$ cat src/rtl/vend_pkg.sv
// vend_pkg: shared types for the vending controller.
//   vend_state_t : encoded controller state (also driven on the 'state' port)
//   IDX_W(n)     : index width for an n-entry table
package vend_pkg;

  typedef enum logic [1:0] {
    IDLE     = 2'd0,
    CREDIT   = 2'd1,
    DISPENSE = 2'd2,
    CHANGE   = 2'd3
  } vend_state_t;

  function automatic int IDX_W(input int n);
    return (n > 1) ? $clog2(n) : 1;
  endfunction

endpackage

$ cat src/rtl/vend_item_table.sv
// vend_item_table: per-item cost and stock registers.
//   rd_idx_i            : item whose cost/stock is presented combinationally
//   rd_cost_o/rd_stock_o: cost and stock of rd_idx_i (pre-write values)
//   cost_wr_*           : cost table write
//   restock_*           : stock load
//   dec_en_i            : purchase of rd_idx_i this cycle (stock -1)
module vend_item_table
  import vend_pkg::*;
#(
  parameter int NUM_ITEMS = 8,
  parameter int MONEY_W   = 8,
  parameter int STOCK_W   = 4
) (
  input  logic                         clk,
  input  logic                         reset,
  input  logic [IDX_W(NUM_ITEMS)-1:0]  rd_idx_i,
  output logic [MONEY_W-1:0]           rd_cost_o,
  output logic [STOCK_W-1:0]           rd_stock_o,
  input  logic                         cost_wr_en_i,
  input  logic [IDX_W(NUM_ITEMS)-1:0]  cost_wr_idx_i,
  input  logic [MONEY_W-1:0]           cost_wr_data_i,
  input  logic                         restock_en_i,
  input  logic [IDX_W(NUM_ITEMS)-1:0]  restock_idx_i,
  input  logic [STOCK_W-1:0]           restock_qty_i,
  input  logic                         dec_en_i
);
  localparam int IW = IDX_W(NUM_ITEMS);

  logic [NUM_ITEMS-1:0][MONEY_W-1:0] cost_all;
  logic [NUM_ITEMS-1:0][STOCK_W-1:0] stock_all;

  assign rd_cost_o  = cost_all[rd_idx_i];
  assign rd_stock_o = stock_all[rd_idx_i];

  for (genvar i = 0; i < NUM_ITEMS; i++) begin : g_item
    logic [MONEY_W-1:0] cost_q;
    logic [STOCK_W-1:0] stock_q;
    logic               wr_c, wr_s, dec;

    assign wr_c = cost_wr_en_i && (cost_wr_idx_i == IW'(i));
    assign wr_s = restock_en_i && (restock_idx_i == IW'(i));
    assign dec  = dec_en_i && (rd_idx_i == IW'(i));

    always_ff @(posedge clk) begin
      if (!reset) begin
        cost_q  <= '0;
        stock_q <= '0;
      end else begin
        if (wr_c) cost_q <= cost_wr_data_i;
        // restock racing a purchase of the same item: the sold unit comes
        // out of the new quantity
        if (wr_s && dec)
          stock_q <= (restock_qty_i == '0) ? '0 : restock_qty_i - STOCK_W'(1);
        else if (wr_s)
          stock_q <= restock_qty_i;
        else if (dec)
          stock_q <= stock_q - STOCK_W'(1);
      end
    end

    assign cost_all[i]  = cost_q;
    assign stock_all[i] = stock_q;
  end

endmodule

$ cat src/rtl/vend_controller.sv
// vend_controller: multi-item vending controller.
//   coin_valid/coin_value -> coin_reject      : coin intake, capped at MAX_CREDIT
//   item_sel/buy_button/cancel_button         : purchase / refund requests
//   cost_wr_*/restock_*                       : table maintenance, any state
//   credit, state                             : current credit and FSM state
//   dispense_valid/idx, dispense_ready        : dispense handshake
//   change_valid/amount, change_ready         : refund handshake
//   err_sold_out/err_insufficient             : one-cycle error pulses
// All outputs are registered; reset is synchronous active-low.
module vend_controller
  import vend_pkg::*;
#(
  parameter int MONEY_W     = 8,
  parameter int NUM_ITEMS   = 8,
  parameter int STOCK_W     = 4,
  parameter int MAX_CREDIT  = 200,
  parameter int TIMEOUT_CYC = 1000
) (
  input  logic                         clk,
  input  logic                         reset,
  input  logic                         coin_valid,
  input  logic [MONEY_W-1:0]           coin_value,
  output logic                         coin_reject,
  input  logic [IDX_W(NUM_ITEMS)-1:0]  item_sel,
  input  logic                         buy_button,
  input  logic                         cancel_button,
  input  logic                         cost_wr_en,
  input  logic [IDX_W(NUM_ITEMS)-1:0]  cost_wr_idx,
  input  logic [MONEY_W-1:0]           cost_wr_data,
  input  logic                         restock_en,
  input  logic [IDX_W(NUM_ITEMS)-1:0]  restock_idx,
  input  logic [STOCK_W-1:0]           restock_qty,
  output logic [MONEY_W-1:0]           credit,
  output logic                         dispense_valid,
  output logic [IDX_W(NUM_ITEMS)-1:0]  dispense_idx,
  input  logic                         dispense_ready,
  output logic                         change_valid,
  output logic [MONEY_W-1:0]           change_amount,
  input  logic                         change_ready,
  output logic                         err_sold_out,
  output logic                         err_insufficient,
  output vend_state_t                  state
);
  localparam int IW = IDX_W(NUM_ITEMS);
  localparam int TW = (TIMEOUT_CYC > 1) ? $clog2(TIMEOUT_CYC) : 1;

  vend_state_t        state_q, state_d;
  logic [MONEY_W-1:0] credit_q, credit_d, chg_q;
  logic [TW-1:0]      tmo_q, tmo_d;
  logic [IW-1:0]      idx_q, idx_d;
  logic               dv_q, cv_q, rej_q, so_q, ins_q;
  logic               rej_d, so_d, ins_d, buy_ok, coin_ok;
  logic [MONEY_W:0]   sum;
  logic [MONEY_W-1:0] item_cost;
  logic [STOCK_W-1:0] item_stock;

  vend_item_table #(
    .NUM_ITEMS(NUM_ITEMS), .MONEY_W(MONEY_W), .STOCK_W(STOCK_W)
  ) u_tbl (
    .clk(clk), .reset(reset),
    .rd_idx_i(item_sel), .rd_cost_o(item_cost), .rd_stock_o(item_stock),
    .cost_wr_en_i(cost_wr_en), .cost_wr_idx_i(cost_wr_idx), .cost_wr_data_i(cost_wr_data),
    .restock_en_i(restock_en), .restock_idx_i(restock_idx), .restock_qty_i(restock_qty),
    .dec_en_i(buy_ok)
  );

  // one extra bit so the cap check cannot be fooled by wrap-around
  assign sum     = {1'b0, credit_q} + {1'b0, coin_value};
  assign coin_ok = coin_valid && !buy_button && !cancel_button &&
                   (state_q == IDLE || state_q == CREDIT) &&
                   (sum <= (MONEY_W+1)'(MAX_CREDIT));

  always_comb begin
    state_d  = state_q;
    credit_d = credit_q;
    tmo_d    = '0;        // counter restarts unless CREDIT sits idle
    idx_d    = idx_q;
    so_d     = 1'b0;
    ins_d    = 1'b0;
    buy_ok   = 1'b0;
    rej_d    = coin_valid && !coin_ok;
    if (coin_ok) credit_d = sum[MONEY_W-1:0];
    case (state_q)
      IDLE:     if (coin_ok) state_d = CREDIT;
      CREDIT: begin
        if (cancel_button) state_d = CHANGE;
        else if (buy_button) begin
          if (item_stock == '0)         so_d = 1'b1;
          else if (credit_q < item_cost) ins_d = 1'b1;
          else begin
            buy_ok   = 1'b1;
            idx_d    = item_sel;
            credit_d = credit_q - item_cost;
            state_d  = DISPENSE;
          end
        end else if (!coin_ok) begin
          if (tmo_q == TW'(TIMEOUT_CYC-1)) state_d = CHANGE;
          else                             tmo_d   = tmo_q + TW'(1);
        end
      end
      DISPENSE: if (dispense_ready) state_d = CHANGE;
      CHANGE: if (change_ready) begin
        credit_d = '0;
        state_d  = IDLE;
      end
    endcase
    // nothing to refund: skip the change handshake entirely
    if (state_d == CHANGE && credit_d == '0) state_d = IDLE;
  end

  always_ff @(posedge clk) begin
    if (!reset) begin
      state_q  <= IDLE;
      credit_q <= '0;
      tmo_q    <= '0;
      idx_q    <= '0;
      dv_q     <= 1'b0;
      cv_q     <= 1'b0;
      chg_q    <= '0;
      rej_q    <= 1'b0;
      so_q     <= 1'b0;
      ins_q    <= 1'b0;
    end else begin
      state_q  <= state_d;
      credit_q <= credit_d;
      tmo_q    <= tmo_d;
      idx_q    <= (state_d == DISPENSE) ? idx_d : '0;
      dv_q     <= (state_d == DISPENSE);
      cv_q     <= (state_d == CHANGE);
      chg_q    <= (state_d == CHANGE) ? credit_d : '0;
      rej_q    <= rej_d;
      so_q     <= so_d;
      ins_q    <= ins_d;
    end
  end

  assign state            = state_q;
  assign credit           = credit_q;
  assign dispense_valid   = dv_q;
  assign dispense_idx     = idx_q;
  assign change_valid     = cv_q;
  assign change_amount    = chg_q;
  assign coin_reject      = rej_q;
  assign err_sold_out     = so_q;
  assign err_insufficient = ins_q;

endmodule

$ cat config.mk
export PLATFORM = sky130hd
export DESIGN_NAME = vend_controller
export DESIGN_NICKNAME = d
export VERILOG_FILES = /design/src/rtl/vend_pkg.sv /design/src/rtl/vend_item_table.sv /design/src/rtl/vend_controller.sv
export SDC_FILE = /design/constraint.sdc
export NUM_CORES = 1
export LEC_CHECK = 0
export ABC_AREA = 1
export BUFFER_PORTS_ARGS = -buffer_cell sky130_fd_sc_hd__buf_2
export CORE_MARGIN = 5
export CORE_UTILIZATION = 50
export DETAILED_ROUTE_END_ITERATION = 12
export PLACE_DENSITY = 0.69
export SLEW_MARGIN = 15
export SYNTH_ARGS = -nofsm -noshare
export SYNTH_HDL_FRONTEND = slang
export SYNTH_SLANG_ARGS = --single-unit
$ cat constraint.sdc
create_clock -name clk -period 3.9 [get_ports clk]
set_input_delay 0.195 -clock clk [delete_from_list [all_inputs] [get_ports clk]]
set_output_delay 0.195 -clock clk [all_outputs]
set_load 0.05 [all_outputs]
==> results of run 1 <==
[power by group through the flow]
stage	Sequential, mW	Combinational [mW]	Clock (mW)
2_1_floorplan	1.52	0.428	0
3_5_place_dp	1.47	0.638	0
5_1_grt	1.45	0.723	1.64
4_1_cts	1.44	0.642	1.57
6_report	1.44	0.644	1.55
3_3_place_gp	1.47	0.634	0
[sequential cells by signal (all words and copies together), names as in the netlist]
register	flops
credit	8
change_valid	1
tmo_q	10
u_tbl.g_item.cost_q	64
dispense_idx	3
err_sold_out	1
state	2
dispense_valid	1
u_tbl.g_item.stock_q	32
err_insufficient	1
coin_reject	1
change_amount	8
[how the worst max path moves through the flow]
| stage | startpoint | end | cells past startpoint |
|---|---|---|---|
| 2_1_floorplan | item_sel[0] | change_amount[4] | 23 |
| 3_3_place_gp | item_sel[0] | change_amount[4] | 25 |
| 3_5_place_dp | item_sel[0] | change_amount[4] | 25 |
| 4_1_cts | u_tbl.g_item[6].cost_q[0] | change_amount[4] | 21 |
| 5_1_grt | item_sel[0] | change_amount[4] | 25 |
| 6_report | u_tbl.g_item[6].cost_q[0] | change_amount[4] | 21 |
[cells in the final DEF, fill, tap and decap left out, types with 25 or more instances in the layout]
cell type / netlist / routed
a21oi_1: 41 / 41
nand2_1: 193 / 193
o21ai_0: 88 / 88
o211ai_1: 30 / 30
ha_1: 25 / 25
dfxtp_1: 132 / 132
nand3_1: 54 / 54
nor2_1: 214 / 214
buf_2: 1 / 63
inv_1: 148 / 148
[tightest hold or removal path, cell delays in order]
cell	delay, ns
buf_2	0.16
nor2_1	0.11
nor2_1	0.05
[timing repair]
| item | CTS | global route |
|---|---|---|
| hold buffers | 1 | 0 |
| gates resized for setup | 0 | 0 |
| hold endpoints to repair | 1 | 0 |
[Yosys cell counts, types with 8 or more instances]
cell and count:
nor2_1 214, nand2_1 193, inv_1 148, dfxtp_1 132, o21ai_0 88, nand3_1 54, a21oi_1 41, o211ai_1 30
ha_1 25, clkbuf_1 22, nand4_1 19, nor2_2 16, xor2_1 13, inv_2 11, o21ai_1 8, o221ai_1 8
[area by class of cell]
class / count / area [sq um]
Clock inverter: 13 / 124
Fill cell: 1461 / 6450
Tap cell: 188 / 235
Sequential cell: 132 / 2640
Timing Repair Buffer: 71 / 403
Clock buffer: 19 / 443
Inverter: 166 / 626
Multi-Input combinational cell: 796 / 4220
[cell families after synthesis]
group	Yosys count	share of synthesized area [%]
AO/OA/AOI/OAI	215	16.9
XOR/XNOR	20	2.29
adder cells (fa/ha/maj)	27	4.60
buffers and inverters	201	10.4
flip-flops	132	34.5
multiplexers	1	0.131
AND/OR/NAND/NOR	533	31.2
[per-layer routing]
| layer | wire (um) | global-route usage (%) | share of wire, % | vias to the layer above |
|---|---|---|---|---|
| li1 | - | - | - | 3799 |
| met1 | 9780 | 31.9 | 48 | 3322 |
| met2 | 8950 | 35.8 | 44 | 224 |
| met3 | 1050 | 3.94 | 5.2 | 35 |
| met4 | 390 | 7.89 | 1.9 | 0 |
| met5 | 0 | 0 | 0 | - |
[per-stage QoR]
step | area [sq um] | hold slack [ns] | setup WS [ns] | cells | utilization (%)
after detailed placement | 8120 | 0.436 | 0.310 | 1352 | 53.6
after global placement | 8120 | 0.430 | 0.410 | 1352 | 53.6
after global routing | 8700 | 0.132 | 0.364 | 1385 | 57.4
final | 8700 | 0.128 | 0.660 | 1385 | 57.4
after CTS | 8700 | 0.114 | 0.679 | 1385 | 57.4
after floorplan | 7660 | 0.316 | 0.512 | 1129 | -
==> impl_metrics.csv, run 1 <==
group,metric,value,unit
outcome,status,"finished clean",
logic_synthesis,syn_area,7660,sq um
setup_path,cp.arrival,3.56,ns
logic_synthesis,synthTopCellsByArea,"dfxtp_1, nor2_1, nand2_1, inv_1, o21ai_0",
logic_synthesis,synth_warnings,0,
routing,routed_wl,20200,um
logic_synthesis,synthArstFlopShare,0,%
global_route,grt-ovfl-total,0,
setup_path,r2r_start,"u_tbl.g_item[6].cost_q[0]",
pwr,ir_drop,0.000300,V
sta,max_slew_margin,40.0,%
sta,tns,0,ns
routing,first_pass_iters,5,
logic_synthesis,synth_top_area_share,34.5,%
logic_synthesis,synth_largest_area_cell,"dfxtp_1",
worst_hold_path,hp-class,"in2reg",
final_layout,antenna_cells,0,
routing,drtIter0Drc,684,
global_route,grt_pass1_vias,6658,
setup_path,ff2ff_setup_slack,0.66,ns
routing,via_per_inst,5.33,
clock_tree,path_clk_slew,0.06,ns
flow_run,drv_cap,0,
logic_synthesis,seq_area_frac_synth,34.5,%
global_route,grt_max_degree,99,
setup_path,slowest_stage,"fa_1",
pwr,power.share.sequential,39.7,%
place,hpwlAfterDp,14500,um
setup_path,critPathMaxFanout,12,
global_route,grt_use_total,22.9,%
clock_tree,htreeDepth,4,
worst_hold_path,worstHoldStart,"cost_wr_data[4]",
clock_tree,cts-buffers-inserted,17,
sta,fin_skew,0.00979,ns
die,start_util,50.6,%
clock_tree,cts_num_sinks,132,
logic_synthesis,synth_area_per_cell,6.79,sq um
die,die_area,17900,sq um
final_layout,nets,1249,
pwr,pwr-share-clk,42.6,%
logic_synthesis,netlist_instances,1129,
die,die_w,134,um
setup_path,worstReg2RegEnd,"change_amount[4]",
logic_synthesis,synth_nets,1194,
sta,slew_violations,0,
pwr,p_sw,1.13,mW
pwr,p_total,3.64,mW
logic_synthesis,ys_ff_latch,132,
routing,drc,0,
setup_path,crit_family,"simple AND/OR/NAND/NOR gates",
die,num_rows,45,
clock_tree,clockBufferDepth,2,
setup_path,critPathRequiredTime,4.22,ns
setup_path,max_stage_delay,0.40,ns
sta,worst_pin_slew,0.899,ns
logic_synthesis,ys.flop_type,"dfxtp_1",
die,dieHeight,134,um
pwr,power.leakage,4.13,nW
pwr,power.density,418,nW/um^2
sta,max_freq,309,MHz
clock_tree,cts_tree,"built",
sta,fin_crit_sh,83.1,%
pwr,swShare,31.1,%
clock_tree,clkLatencyLatePin,0.43,ns
logic_synthesis,netlist-cell-type-count,53,
setup_path,crit_path_end_kind,"flop",
setup_path,startpoint_type,"flop",
setup_path,cp_common_cell,"nand2_1",
setup_path,path_cells,"nand2_1 > nand3_1 > a211oi_1 > a31oi_1 > ha_1 > inv_1 > fa_1 > nand3_1 > nand2_1 > nand2_1 > nand2_1 > nand4_4 > nor2_8 > inv_2 > nor2_1 > a21oi_1 > nand2_1 > nor2_1 > nand3_2 > nand3_4 > nor2_2",
sta,fin_crit,3.24,ns
place,gp_congestion,0.908,
logic_synthesis,synth_edf_count,0,
global_route,antenna_found_initial,0,
sta,setup_viol,0,
pwr,combPwrFrac,17.7,%
die,ios,64,
setup_path,worst-setup-path-type,"reg2reg",
setup_path,worst_r2r_path_depth,21,
die,core,15100,sq um
final_layout,area_growth,13.5,%
routing,ant_nets,0,
worst_hold_path,min_to,"u_tbl.g_item[3].cost_q[4]",
pwr,internal_power,2.51,mW
sta,timing_hold_violations_final,0,
sta,grt_setup_unrepaired,"false",
worst_hold_path,whs_path_depth,3,
setup_path,path_buf_inv,2,
final_layout,layout-drive-gt1-share,13.0,%
routing,via_count,7380,
clock_tree,cts_setup_buffers,0,
place,io_buffers,63,
global_route,grt_pass1_wl,33300,um
routing,wire_per_inst,14.6,um
clock_tree,clockRootBuffer,"clkbuf_16",
(Power assumes the default switching activity.)
==> inputs of run 2 (changes only) <==
Settings changed: ABC_AREA 1 to 0.
Clock period 3.9 ns to 3.2 ns, I/O delays scaled along.
==> impl_metrics.csv, run 2 <==
group,metric,value,unit
outcome,status,"finished with violations",
outcome,violations,"negative setup slack",
clock_tree,clkLatencyLatePin,0.42,ns
routing,routed_wl,19600,um
setup_path,path_cells,"mux4_2 > nand2_2 > nand2_2 > ha_4 > inv_2 > fa_2 > a21oi_4 > o21bai_4 > o22a_1 > buf_6 > buf_6 > nand3_4 > buf_6 > nor2_4 > buf_6 > nand3_4 > or4_4 > a21oi_2 > a211oi_1",
sta,grt_setup_unrepaired,"true",
setup_path,cp-startpoint,"u_tbl.g_item[6].cost_q[0]",
routing,ant_nets,0,
sta,worst_pin_slew,1.16,ns
die,core,14400,sq um
die,start_util,50.5,%
final_layout,layout-drive-gt1-share,27.4,%
global_route,grt-ovfl-total,0,
setup_path,max_stage_delay,0.49,ns
setup_path,startpoint_type,"flop",
final_layout,fin_area,9310,sq um
die,die_area,17100,sq um
logic_synthesis,syn_area,7290,sq um
place,placed_area,8170,sq um
place,io_buffers,63,
logic_synthesis,seq_area_frac_synth,36.3,%
place,gp_congestion,0.860,
pwr,power.density,470,nW/um^2
routing,drc,0,
final_layout,largest_reg_flops,64,
clock_tree,clockRootBuffer,"clkbuf_16",
pwr,p_total,4.38,mW
logic_synthesis,synth_edf_count,0,
global_route,grt_use_total,23.4,%
global_route,grt_pass1_wl,31800,um
final_layout,layout_common_cells,"nand2_1, dfxtp_1, a21oi_1",
logic_synthesis,synth_largest_area_cell,"dfxtp_1",
logic_synthesis,synth_top_area_share,36.3,%
logic_synthesis,ys_ff_latch,132,
final_layout,utilization,64.5,%
setup_path,slowest_stage,"mux4_2",
flow_run,drv_cap,0,
final_layout,final_common_cell,"nand2_1",
sta,fin_crit_sh,104,%
routing,via_count,6751,
setup_path,crit_end,"u_tbl.g_item[4].stock_q[3]",
clock_tree,htreeDepth,4,
clock_tree,path_clk_slew,0.06,ns
pwr,power.leakage,3.70,nW
sta,hold_slack,0.0627,ns
setup_path,crit_path_end_kind,"flop",
clock_tree,cts_tree,"built",
final_layout,antenna_cells,0,
logic_synthesis,synth_nets,956,
setup_path,worst_r2r_path_depth,19,
clock_tree,cts-buffers-inserted,17,
routing,first_pass_iters,5,
logic_synthesis,synth_area_per_cell,8.18,sq um
setup_path,r2r_start,"u_tbl.g_item[6].cost_q[0]",
place,hpwlAfterDp,13600,um
worst_hold_path,hp-class,"in2reg",
global_route,grt_max_degree,66,
setup_path,critPathMaxFanout,4,
logic_synthesis,synthArstFlopShare,0,%
final_layout,nFillCells,1203,
setup_path,cp.arrival,3.64,ns
setup_path,critPathRequiredTime,3.50,ns
sta,max_slew_margin,21.8,%
logic_synthesis,yosysMostFrequentCell,"nand2_1",
routing,via_per_inst,5.59,
setup_path,cp_common_cell,"buf_6",
sta,timing_hold_violations_final,0,
final_layout,regMostFlops,"u_tbl.g_item.cost_q",
sta,setup_viol,15,
final_layout,area_growth,27.7,%
die,die_w,131,um
global_route,antenna_found_initial,0,
clock_tree,cts_num_sinks,132,
die,num_rows,44,
setup_path,ff2ff_setup_slack,-0.14,ns
clock_tree,clockBufferDepth,2,
routing,drtIter0Drc,431,
sta,postLayoutSetupSlackWorst,-0.141,ns
die,ios,64,
logic_synthesis,ys.flop_type,"dfxtp_1",
global_route,grt_pass1_vias,6380,
sta,slew_violations,0,
logic_synthesis,synth_commonest_cells,"nand2_1, dfxtp_1, a21oi_1",
logic_synthesis,synth_warnings,0,
sta,tns,-1.03,ns
sta,fin_skew,0.00973,ns
die,dieHeight,131,um
logic_synthesis,netlist-cell-type-count,76,
final_layout,reg_top3,"u_tbl.g_item.cost_q x64, u_tbl.g_item.stock_q x32, tmo_q x10",
sta,fin_crit,3.34,ns
final_layout,nets,1075,
pwr,ir_drop,0.000420,V
logic_synthesis,netlist_instances,891,
setup_path,worst-setup-path-type,"reg2reg",
sta,max_freq,299,MHz
logic_synthesis,synthTopCellsByArea,"dfxtp_1, nand2_1, a21oi_1, mux4_2, ha_1",
routing,wire_per_inst,16.2,um
setup_path,worstReg2RegEnd,"u_tbl.g_item[4].stock_q[3]",
run 2: cell types whose count changed after synthesis, moves of 30 or more:
cell,delta
nor2_1,-136
mux2i_1,+30
nand3_1,-36
o21ai_0,-69
inv_1,-111
a21oi_1,+57
run 2: worst min path at each step:
stage / startpoint / slack, ns / cells past startpoint / to
2_1_floorplan: coin_valid / 0.31 / 1 / coin_reject
3_3_place_gp: coin_valid / 0.43 / 2 / coin_reject
3_5_place_dp: coin_valid / 0.41 / 2 / coin_reject
4_1_cts: cost_wr_data[6] / 0.03 / 3 / u_tbl.g_item[2].cost_q[6]
5_1_grt: cost_wr_data[6] / 0.05 / 3 / u_tbl.g_item[4].cost_q[6]
6_report: cost_wr_data[3] / 0.06 / 3 / u_tbl.g_item[7].cost_q[3]
run 2: kinds of logic after synthesis:
group           share of synthesized area (%)
xor+xnor                                 3.85
simple gates                             23.9
mux                                      9.36
compound gates                           17.0
buf+inv                                  4.74
fa+ha+maj                                4.84
flops                                    36.3
run 2: what timing repair did:
action                                 CTS  global route
buffers inserted                        12            10
gates resized for setup                 35            54
setup endpoints to repair               22            52
endpoints found under the hold margin    1             0
hold buffers                             1             0
pin swaps                               23            40
run 2: critical path, delay by kind of cell (launching register included):
| kind | cells | cell delay (ns) |
|---|---|---|
| buffers and inverters | 5 | 0.56 |
| and+or+nand+nor | 6 | 0.86 |
| adders and majority gates | 2 | 0.39 |
| AOI/OAI and AO/OA | 5 | 0.59 |
| DFF | 1 | 0.32 |
| muxes | 1 | 0.49 |
run 2: area by class of cell:
| cell class | instances | area, sq um | area share (%) |
|---|---|---|---|
| Multi-Input combinational cell | 678 | 4650 | 50.0 |
| Sequential cell | 132 | 2660 | 28.5 |
| Timing Repair Buffer | 144 | 1030 | 11.1 |
| Clock buffer | 17 | 425 | 4.57 |
| Tap cell | 184 | 230 | 2.47 |
| Clock inverter | 15 | 169 | 1.82 |
| Inverter | 37 | 139 | 1.49 |
run 2: power breakdown:
part	internal [mW]	leakage (nW)	switching, mW
clock network	1.16	0.283	0.794
registers	1.68	1.07	0.0309
logic	0.300	2.34	0.406
total	3.15	3.70	1.23
run 2: stage by stage:
step | worst slack (ns) | cells
after floorplan | 0.000164 | 891
after global placement | -0.239 | 1153
after detailed placement | -0.306 | 1153
after CTS | -0.123 | 1198
after global routing | -0.325 | 1207
final | -0.141 | 1207
run 2: metal layers:
metal	GRT usage, %	vias up	share of wire (%)
met3	5.24	36	5.7
met4	8.17	0	2.0
met2	37.6	194	47
met1	31.3	3158	45
met5	0	-	0
li1	-	3363	-
==> inputs of run 3 (changes only) <==
Settings changed: ABC_AREA 0 to 1.
==> impl_metrics.csv, run 3 (same netlist as run 1, synthesis figures left out) <==
group,metric,value,unit
sta,max_freq,341,MHz
sta,setup_viol,0,
final_layout,final_common_cell,"nor2_1",
pwr,ir_drop,0.000396,V
worst_hold_path,min_to,"u_tbl.g_item[6].cost_q[0]",
routing,drtIter0Drc,670,
pwr,power.density,503,nW/um^2
sta,fin_skew,0.00762,ns
final_layout,layout-drive-gt1-share,17.0,%
die,num_rows,45,
pwr,power.leakage,4.36,nW
place,io_buffers,63,
routing,drc,0,
global_route,grt_use_total,23.4,%
setup_path,worst-setup-path-type,"reg2reg",
die,start_util,50.6,%
final_layout,utilization,60.1,%
setup_path,startpoint_type,"flop",
clock_tree,cts-buffers-inserted,17,
clock_tree,path_clk_slew,0.06,ns
final_layout,nets,1290,
sta,worst_pin_slew,0.881,ns
final_layout,multiInputGateArea,4280,sq um
die,core,15100,sq um
clock_tree,cts_num_sinks,132,
global_route,antenna_found_initial,0,
sta,timing_hold_violations_final,0,
clock_tree,clockRootBuffer,"clkbuf_16",
final_layout,layout_common_cells,"nor2_1, nand2_1, inv_1",
routing,ant_nets,0,
final_layout,antenna_cells,0,
final_layout,nFillCells,1420,
routing,via_per_inst,5.28,
place,gp_congestion,0.926,
global_route,grt_pass1_vias,6970,
final_layout,reg_top3,"u_tbl.g_item.cost_q x64, u_tbl.g_item.stock_q x32, tmo_q x10",
place,dp_worst_setup_slack,-0.0543,ns
routing,routed_wl,20800,um
setup_path,worstReg2RegEnd,"change_amount[6]",
worst_hold_path,worstHoldStart,"cost_wr_data[0]",
clock_tree,cts_tree,"built",
setup_path,worst_r2r_path_depth,21,
clock_tree,htreeDepth,4,
die,die_area,17900,sq um
worst_hold_path,whs_path_depth,3,
setup_path,r2r_start,"u_tbl.g_item[2].cost_q[1]",
routing,wire_per_inst,14.6,um
clock_tree,clkLatencyLatePin,0.42,ns
final_layout,area_growth,18.9,%
final_layout,regMostFlops,"u_tbl.g_item.cost_q",
routing,first_pass_iters,5,
final_layout,largest_reg_flops,64,
clock_tree,clockBufferDepth,2,
sta,postLayoutSetupSlackWorst,0.269,ns
final_layout,seqCellArea,2640,sq um
sta,slew_violations,0,
outcome,status,"finished clean",
die,die_w,134,um
setup_path,cp.arrival,3.24,ns
pwr,p_total,4.59,mW
setup_path,crit_path_end_kind,"flop",
global_route,grt_max_degree,99,
place,hpwlAfterDp,15000,um
worst_hold_path,hp-class,"in2reg",
global_route,grt_pass1_wl,34100,um
sta,grt_setup_unrepaired,"false",
setup_path,critPathMaxFanout,8,
setup_path,ff2ff_setup_slack,0.27,ns
sta,max_slew_margin,41.2,%
flow_run,drv_cap,0,
setup_path,critPathRequiredTime,3.51,ns
sta,fin_crit_sh,91.6,%
global_route,grt-ovfl-total,0,
die,ios,64,
sta,fin_crit,2.93,ns
die,dieHeight,134,um
routing,via_count,7536,
## run 3: worst max-delay path by stage
stage / from / endpoint / slack, ns
after floorplan: item_sel[0] / change_amount[4] / 0.05
after global placement: item_sel[1] / u_tbl.g_item[2].stock_q[0] / 0.05
after detailed placement: item_sel[0] / u_tbl.g_item[3].stock_q[0] / -0.05
after CTS: u_tbl.g_item[2].cost_q[1] / u_tbl.g_item[3].stock_q[0] / 0.22
after global routing: u_tbl.g_item[2].cost_q[6] / u_tbl.g_item[7].stock_q[1] / 0.009
final: u_tbl.g_item[2].cost_q[1] / change_amount[6] / 0.27
## run 3: worst max-delay path, cell delays in order, from the launching register on
cell      delay, ns
dfxtp_1        0.29
inv_1          0.09
o22ai_1        0.10
a221oi_1       0.27
nand2_1        0.09
o21ai_0        0.16
fa_2           0.28
nand3_1        0.06
nand2_1        0.09
nand2_1        0.08
nand2_2        0.10
nand4_4        0.12
nor2_8         0.20
buf_4          0.17
buf_4          0.11
nand2_1        0.04
nand2_1        0.08
nand2_1        0.05
nor2_1         0.11
nand3_2        0.12
nand3_4        0.15
nor2_2         0.04
## run 3: layout make-up
cell class / count / area share, %
clock buffer: 21 / 5.16
clock inverter: 11 / 1.37
inverter: 166 / 6.89
multi-input combinational: 796 / 47.0
sequential: 132 / 29.0
tap: 188 / 2.58
timing repair buffer: 112 / 7.94
## run 3: routing by layer
layer	up-vias	global-route usage, %	share of wire (%)
li1	3880	-	-
met1	3357	32.4	48
met2	254	35.4	43
met3	45	4.73	6.0
met4	0	10.4	2.9
met5	-	0	0
## run 3: power breakdown
group | internal [mW] | total (mW) | switching (mW)
registers | 1.71 | 1.76 | 0.0465
logic | 0.297 | 0.871 | 0.574
clock network | 1.21 | 1.96 | 0.750
total | 3.22 | 4.59 | 1.37
## run 3: repair_timing
item	CTS	global route
hold buffers	1	0
gates resized for setup	0	19
setup buffers	0	6
hold endpoints to repair	1	0
setup endpoints to repair	0	40
## run 3: stage by stage
stage                     std cells  hold slack [ns]  setup TNS [ns]  instance area [sq um]
after global placement         1387            0.407               0                   8370
after floorplan                1129            0.281               0                   7670
after global routing           1426            0.111               0                   9110
final                          1426            0.103               0                   9110
after detailed placement       1387            0.413          -0.587                   8370
after CTS                      1420           0.0828               0                   8980
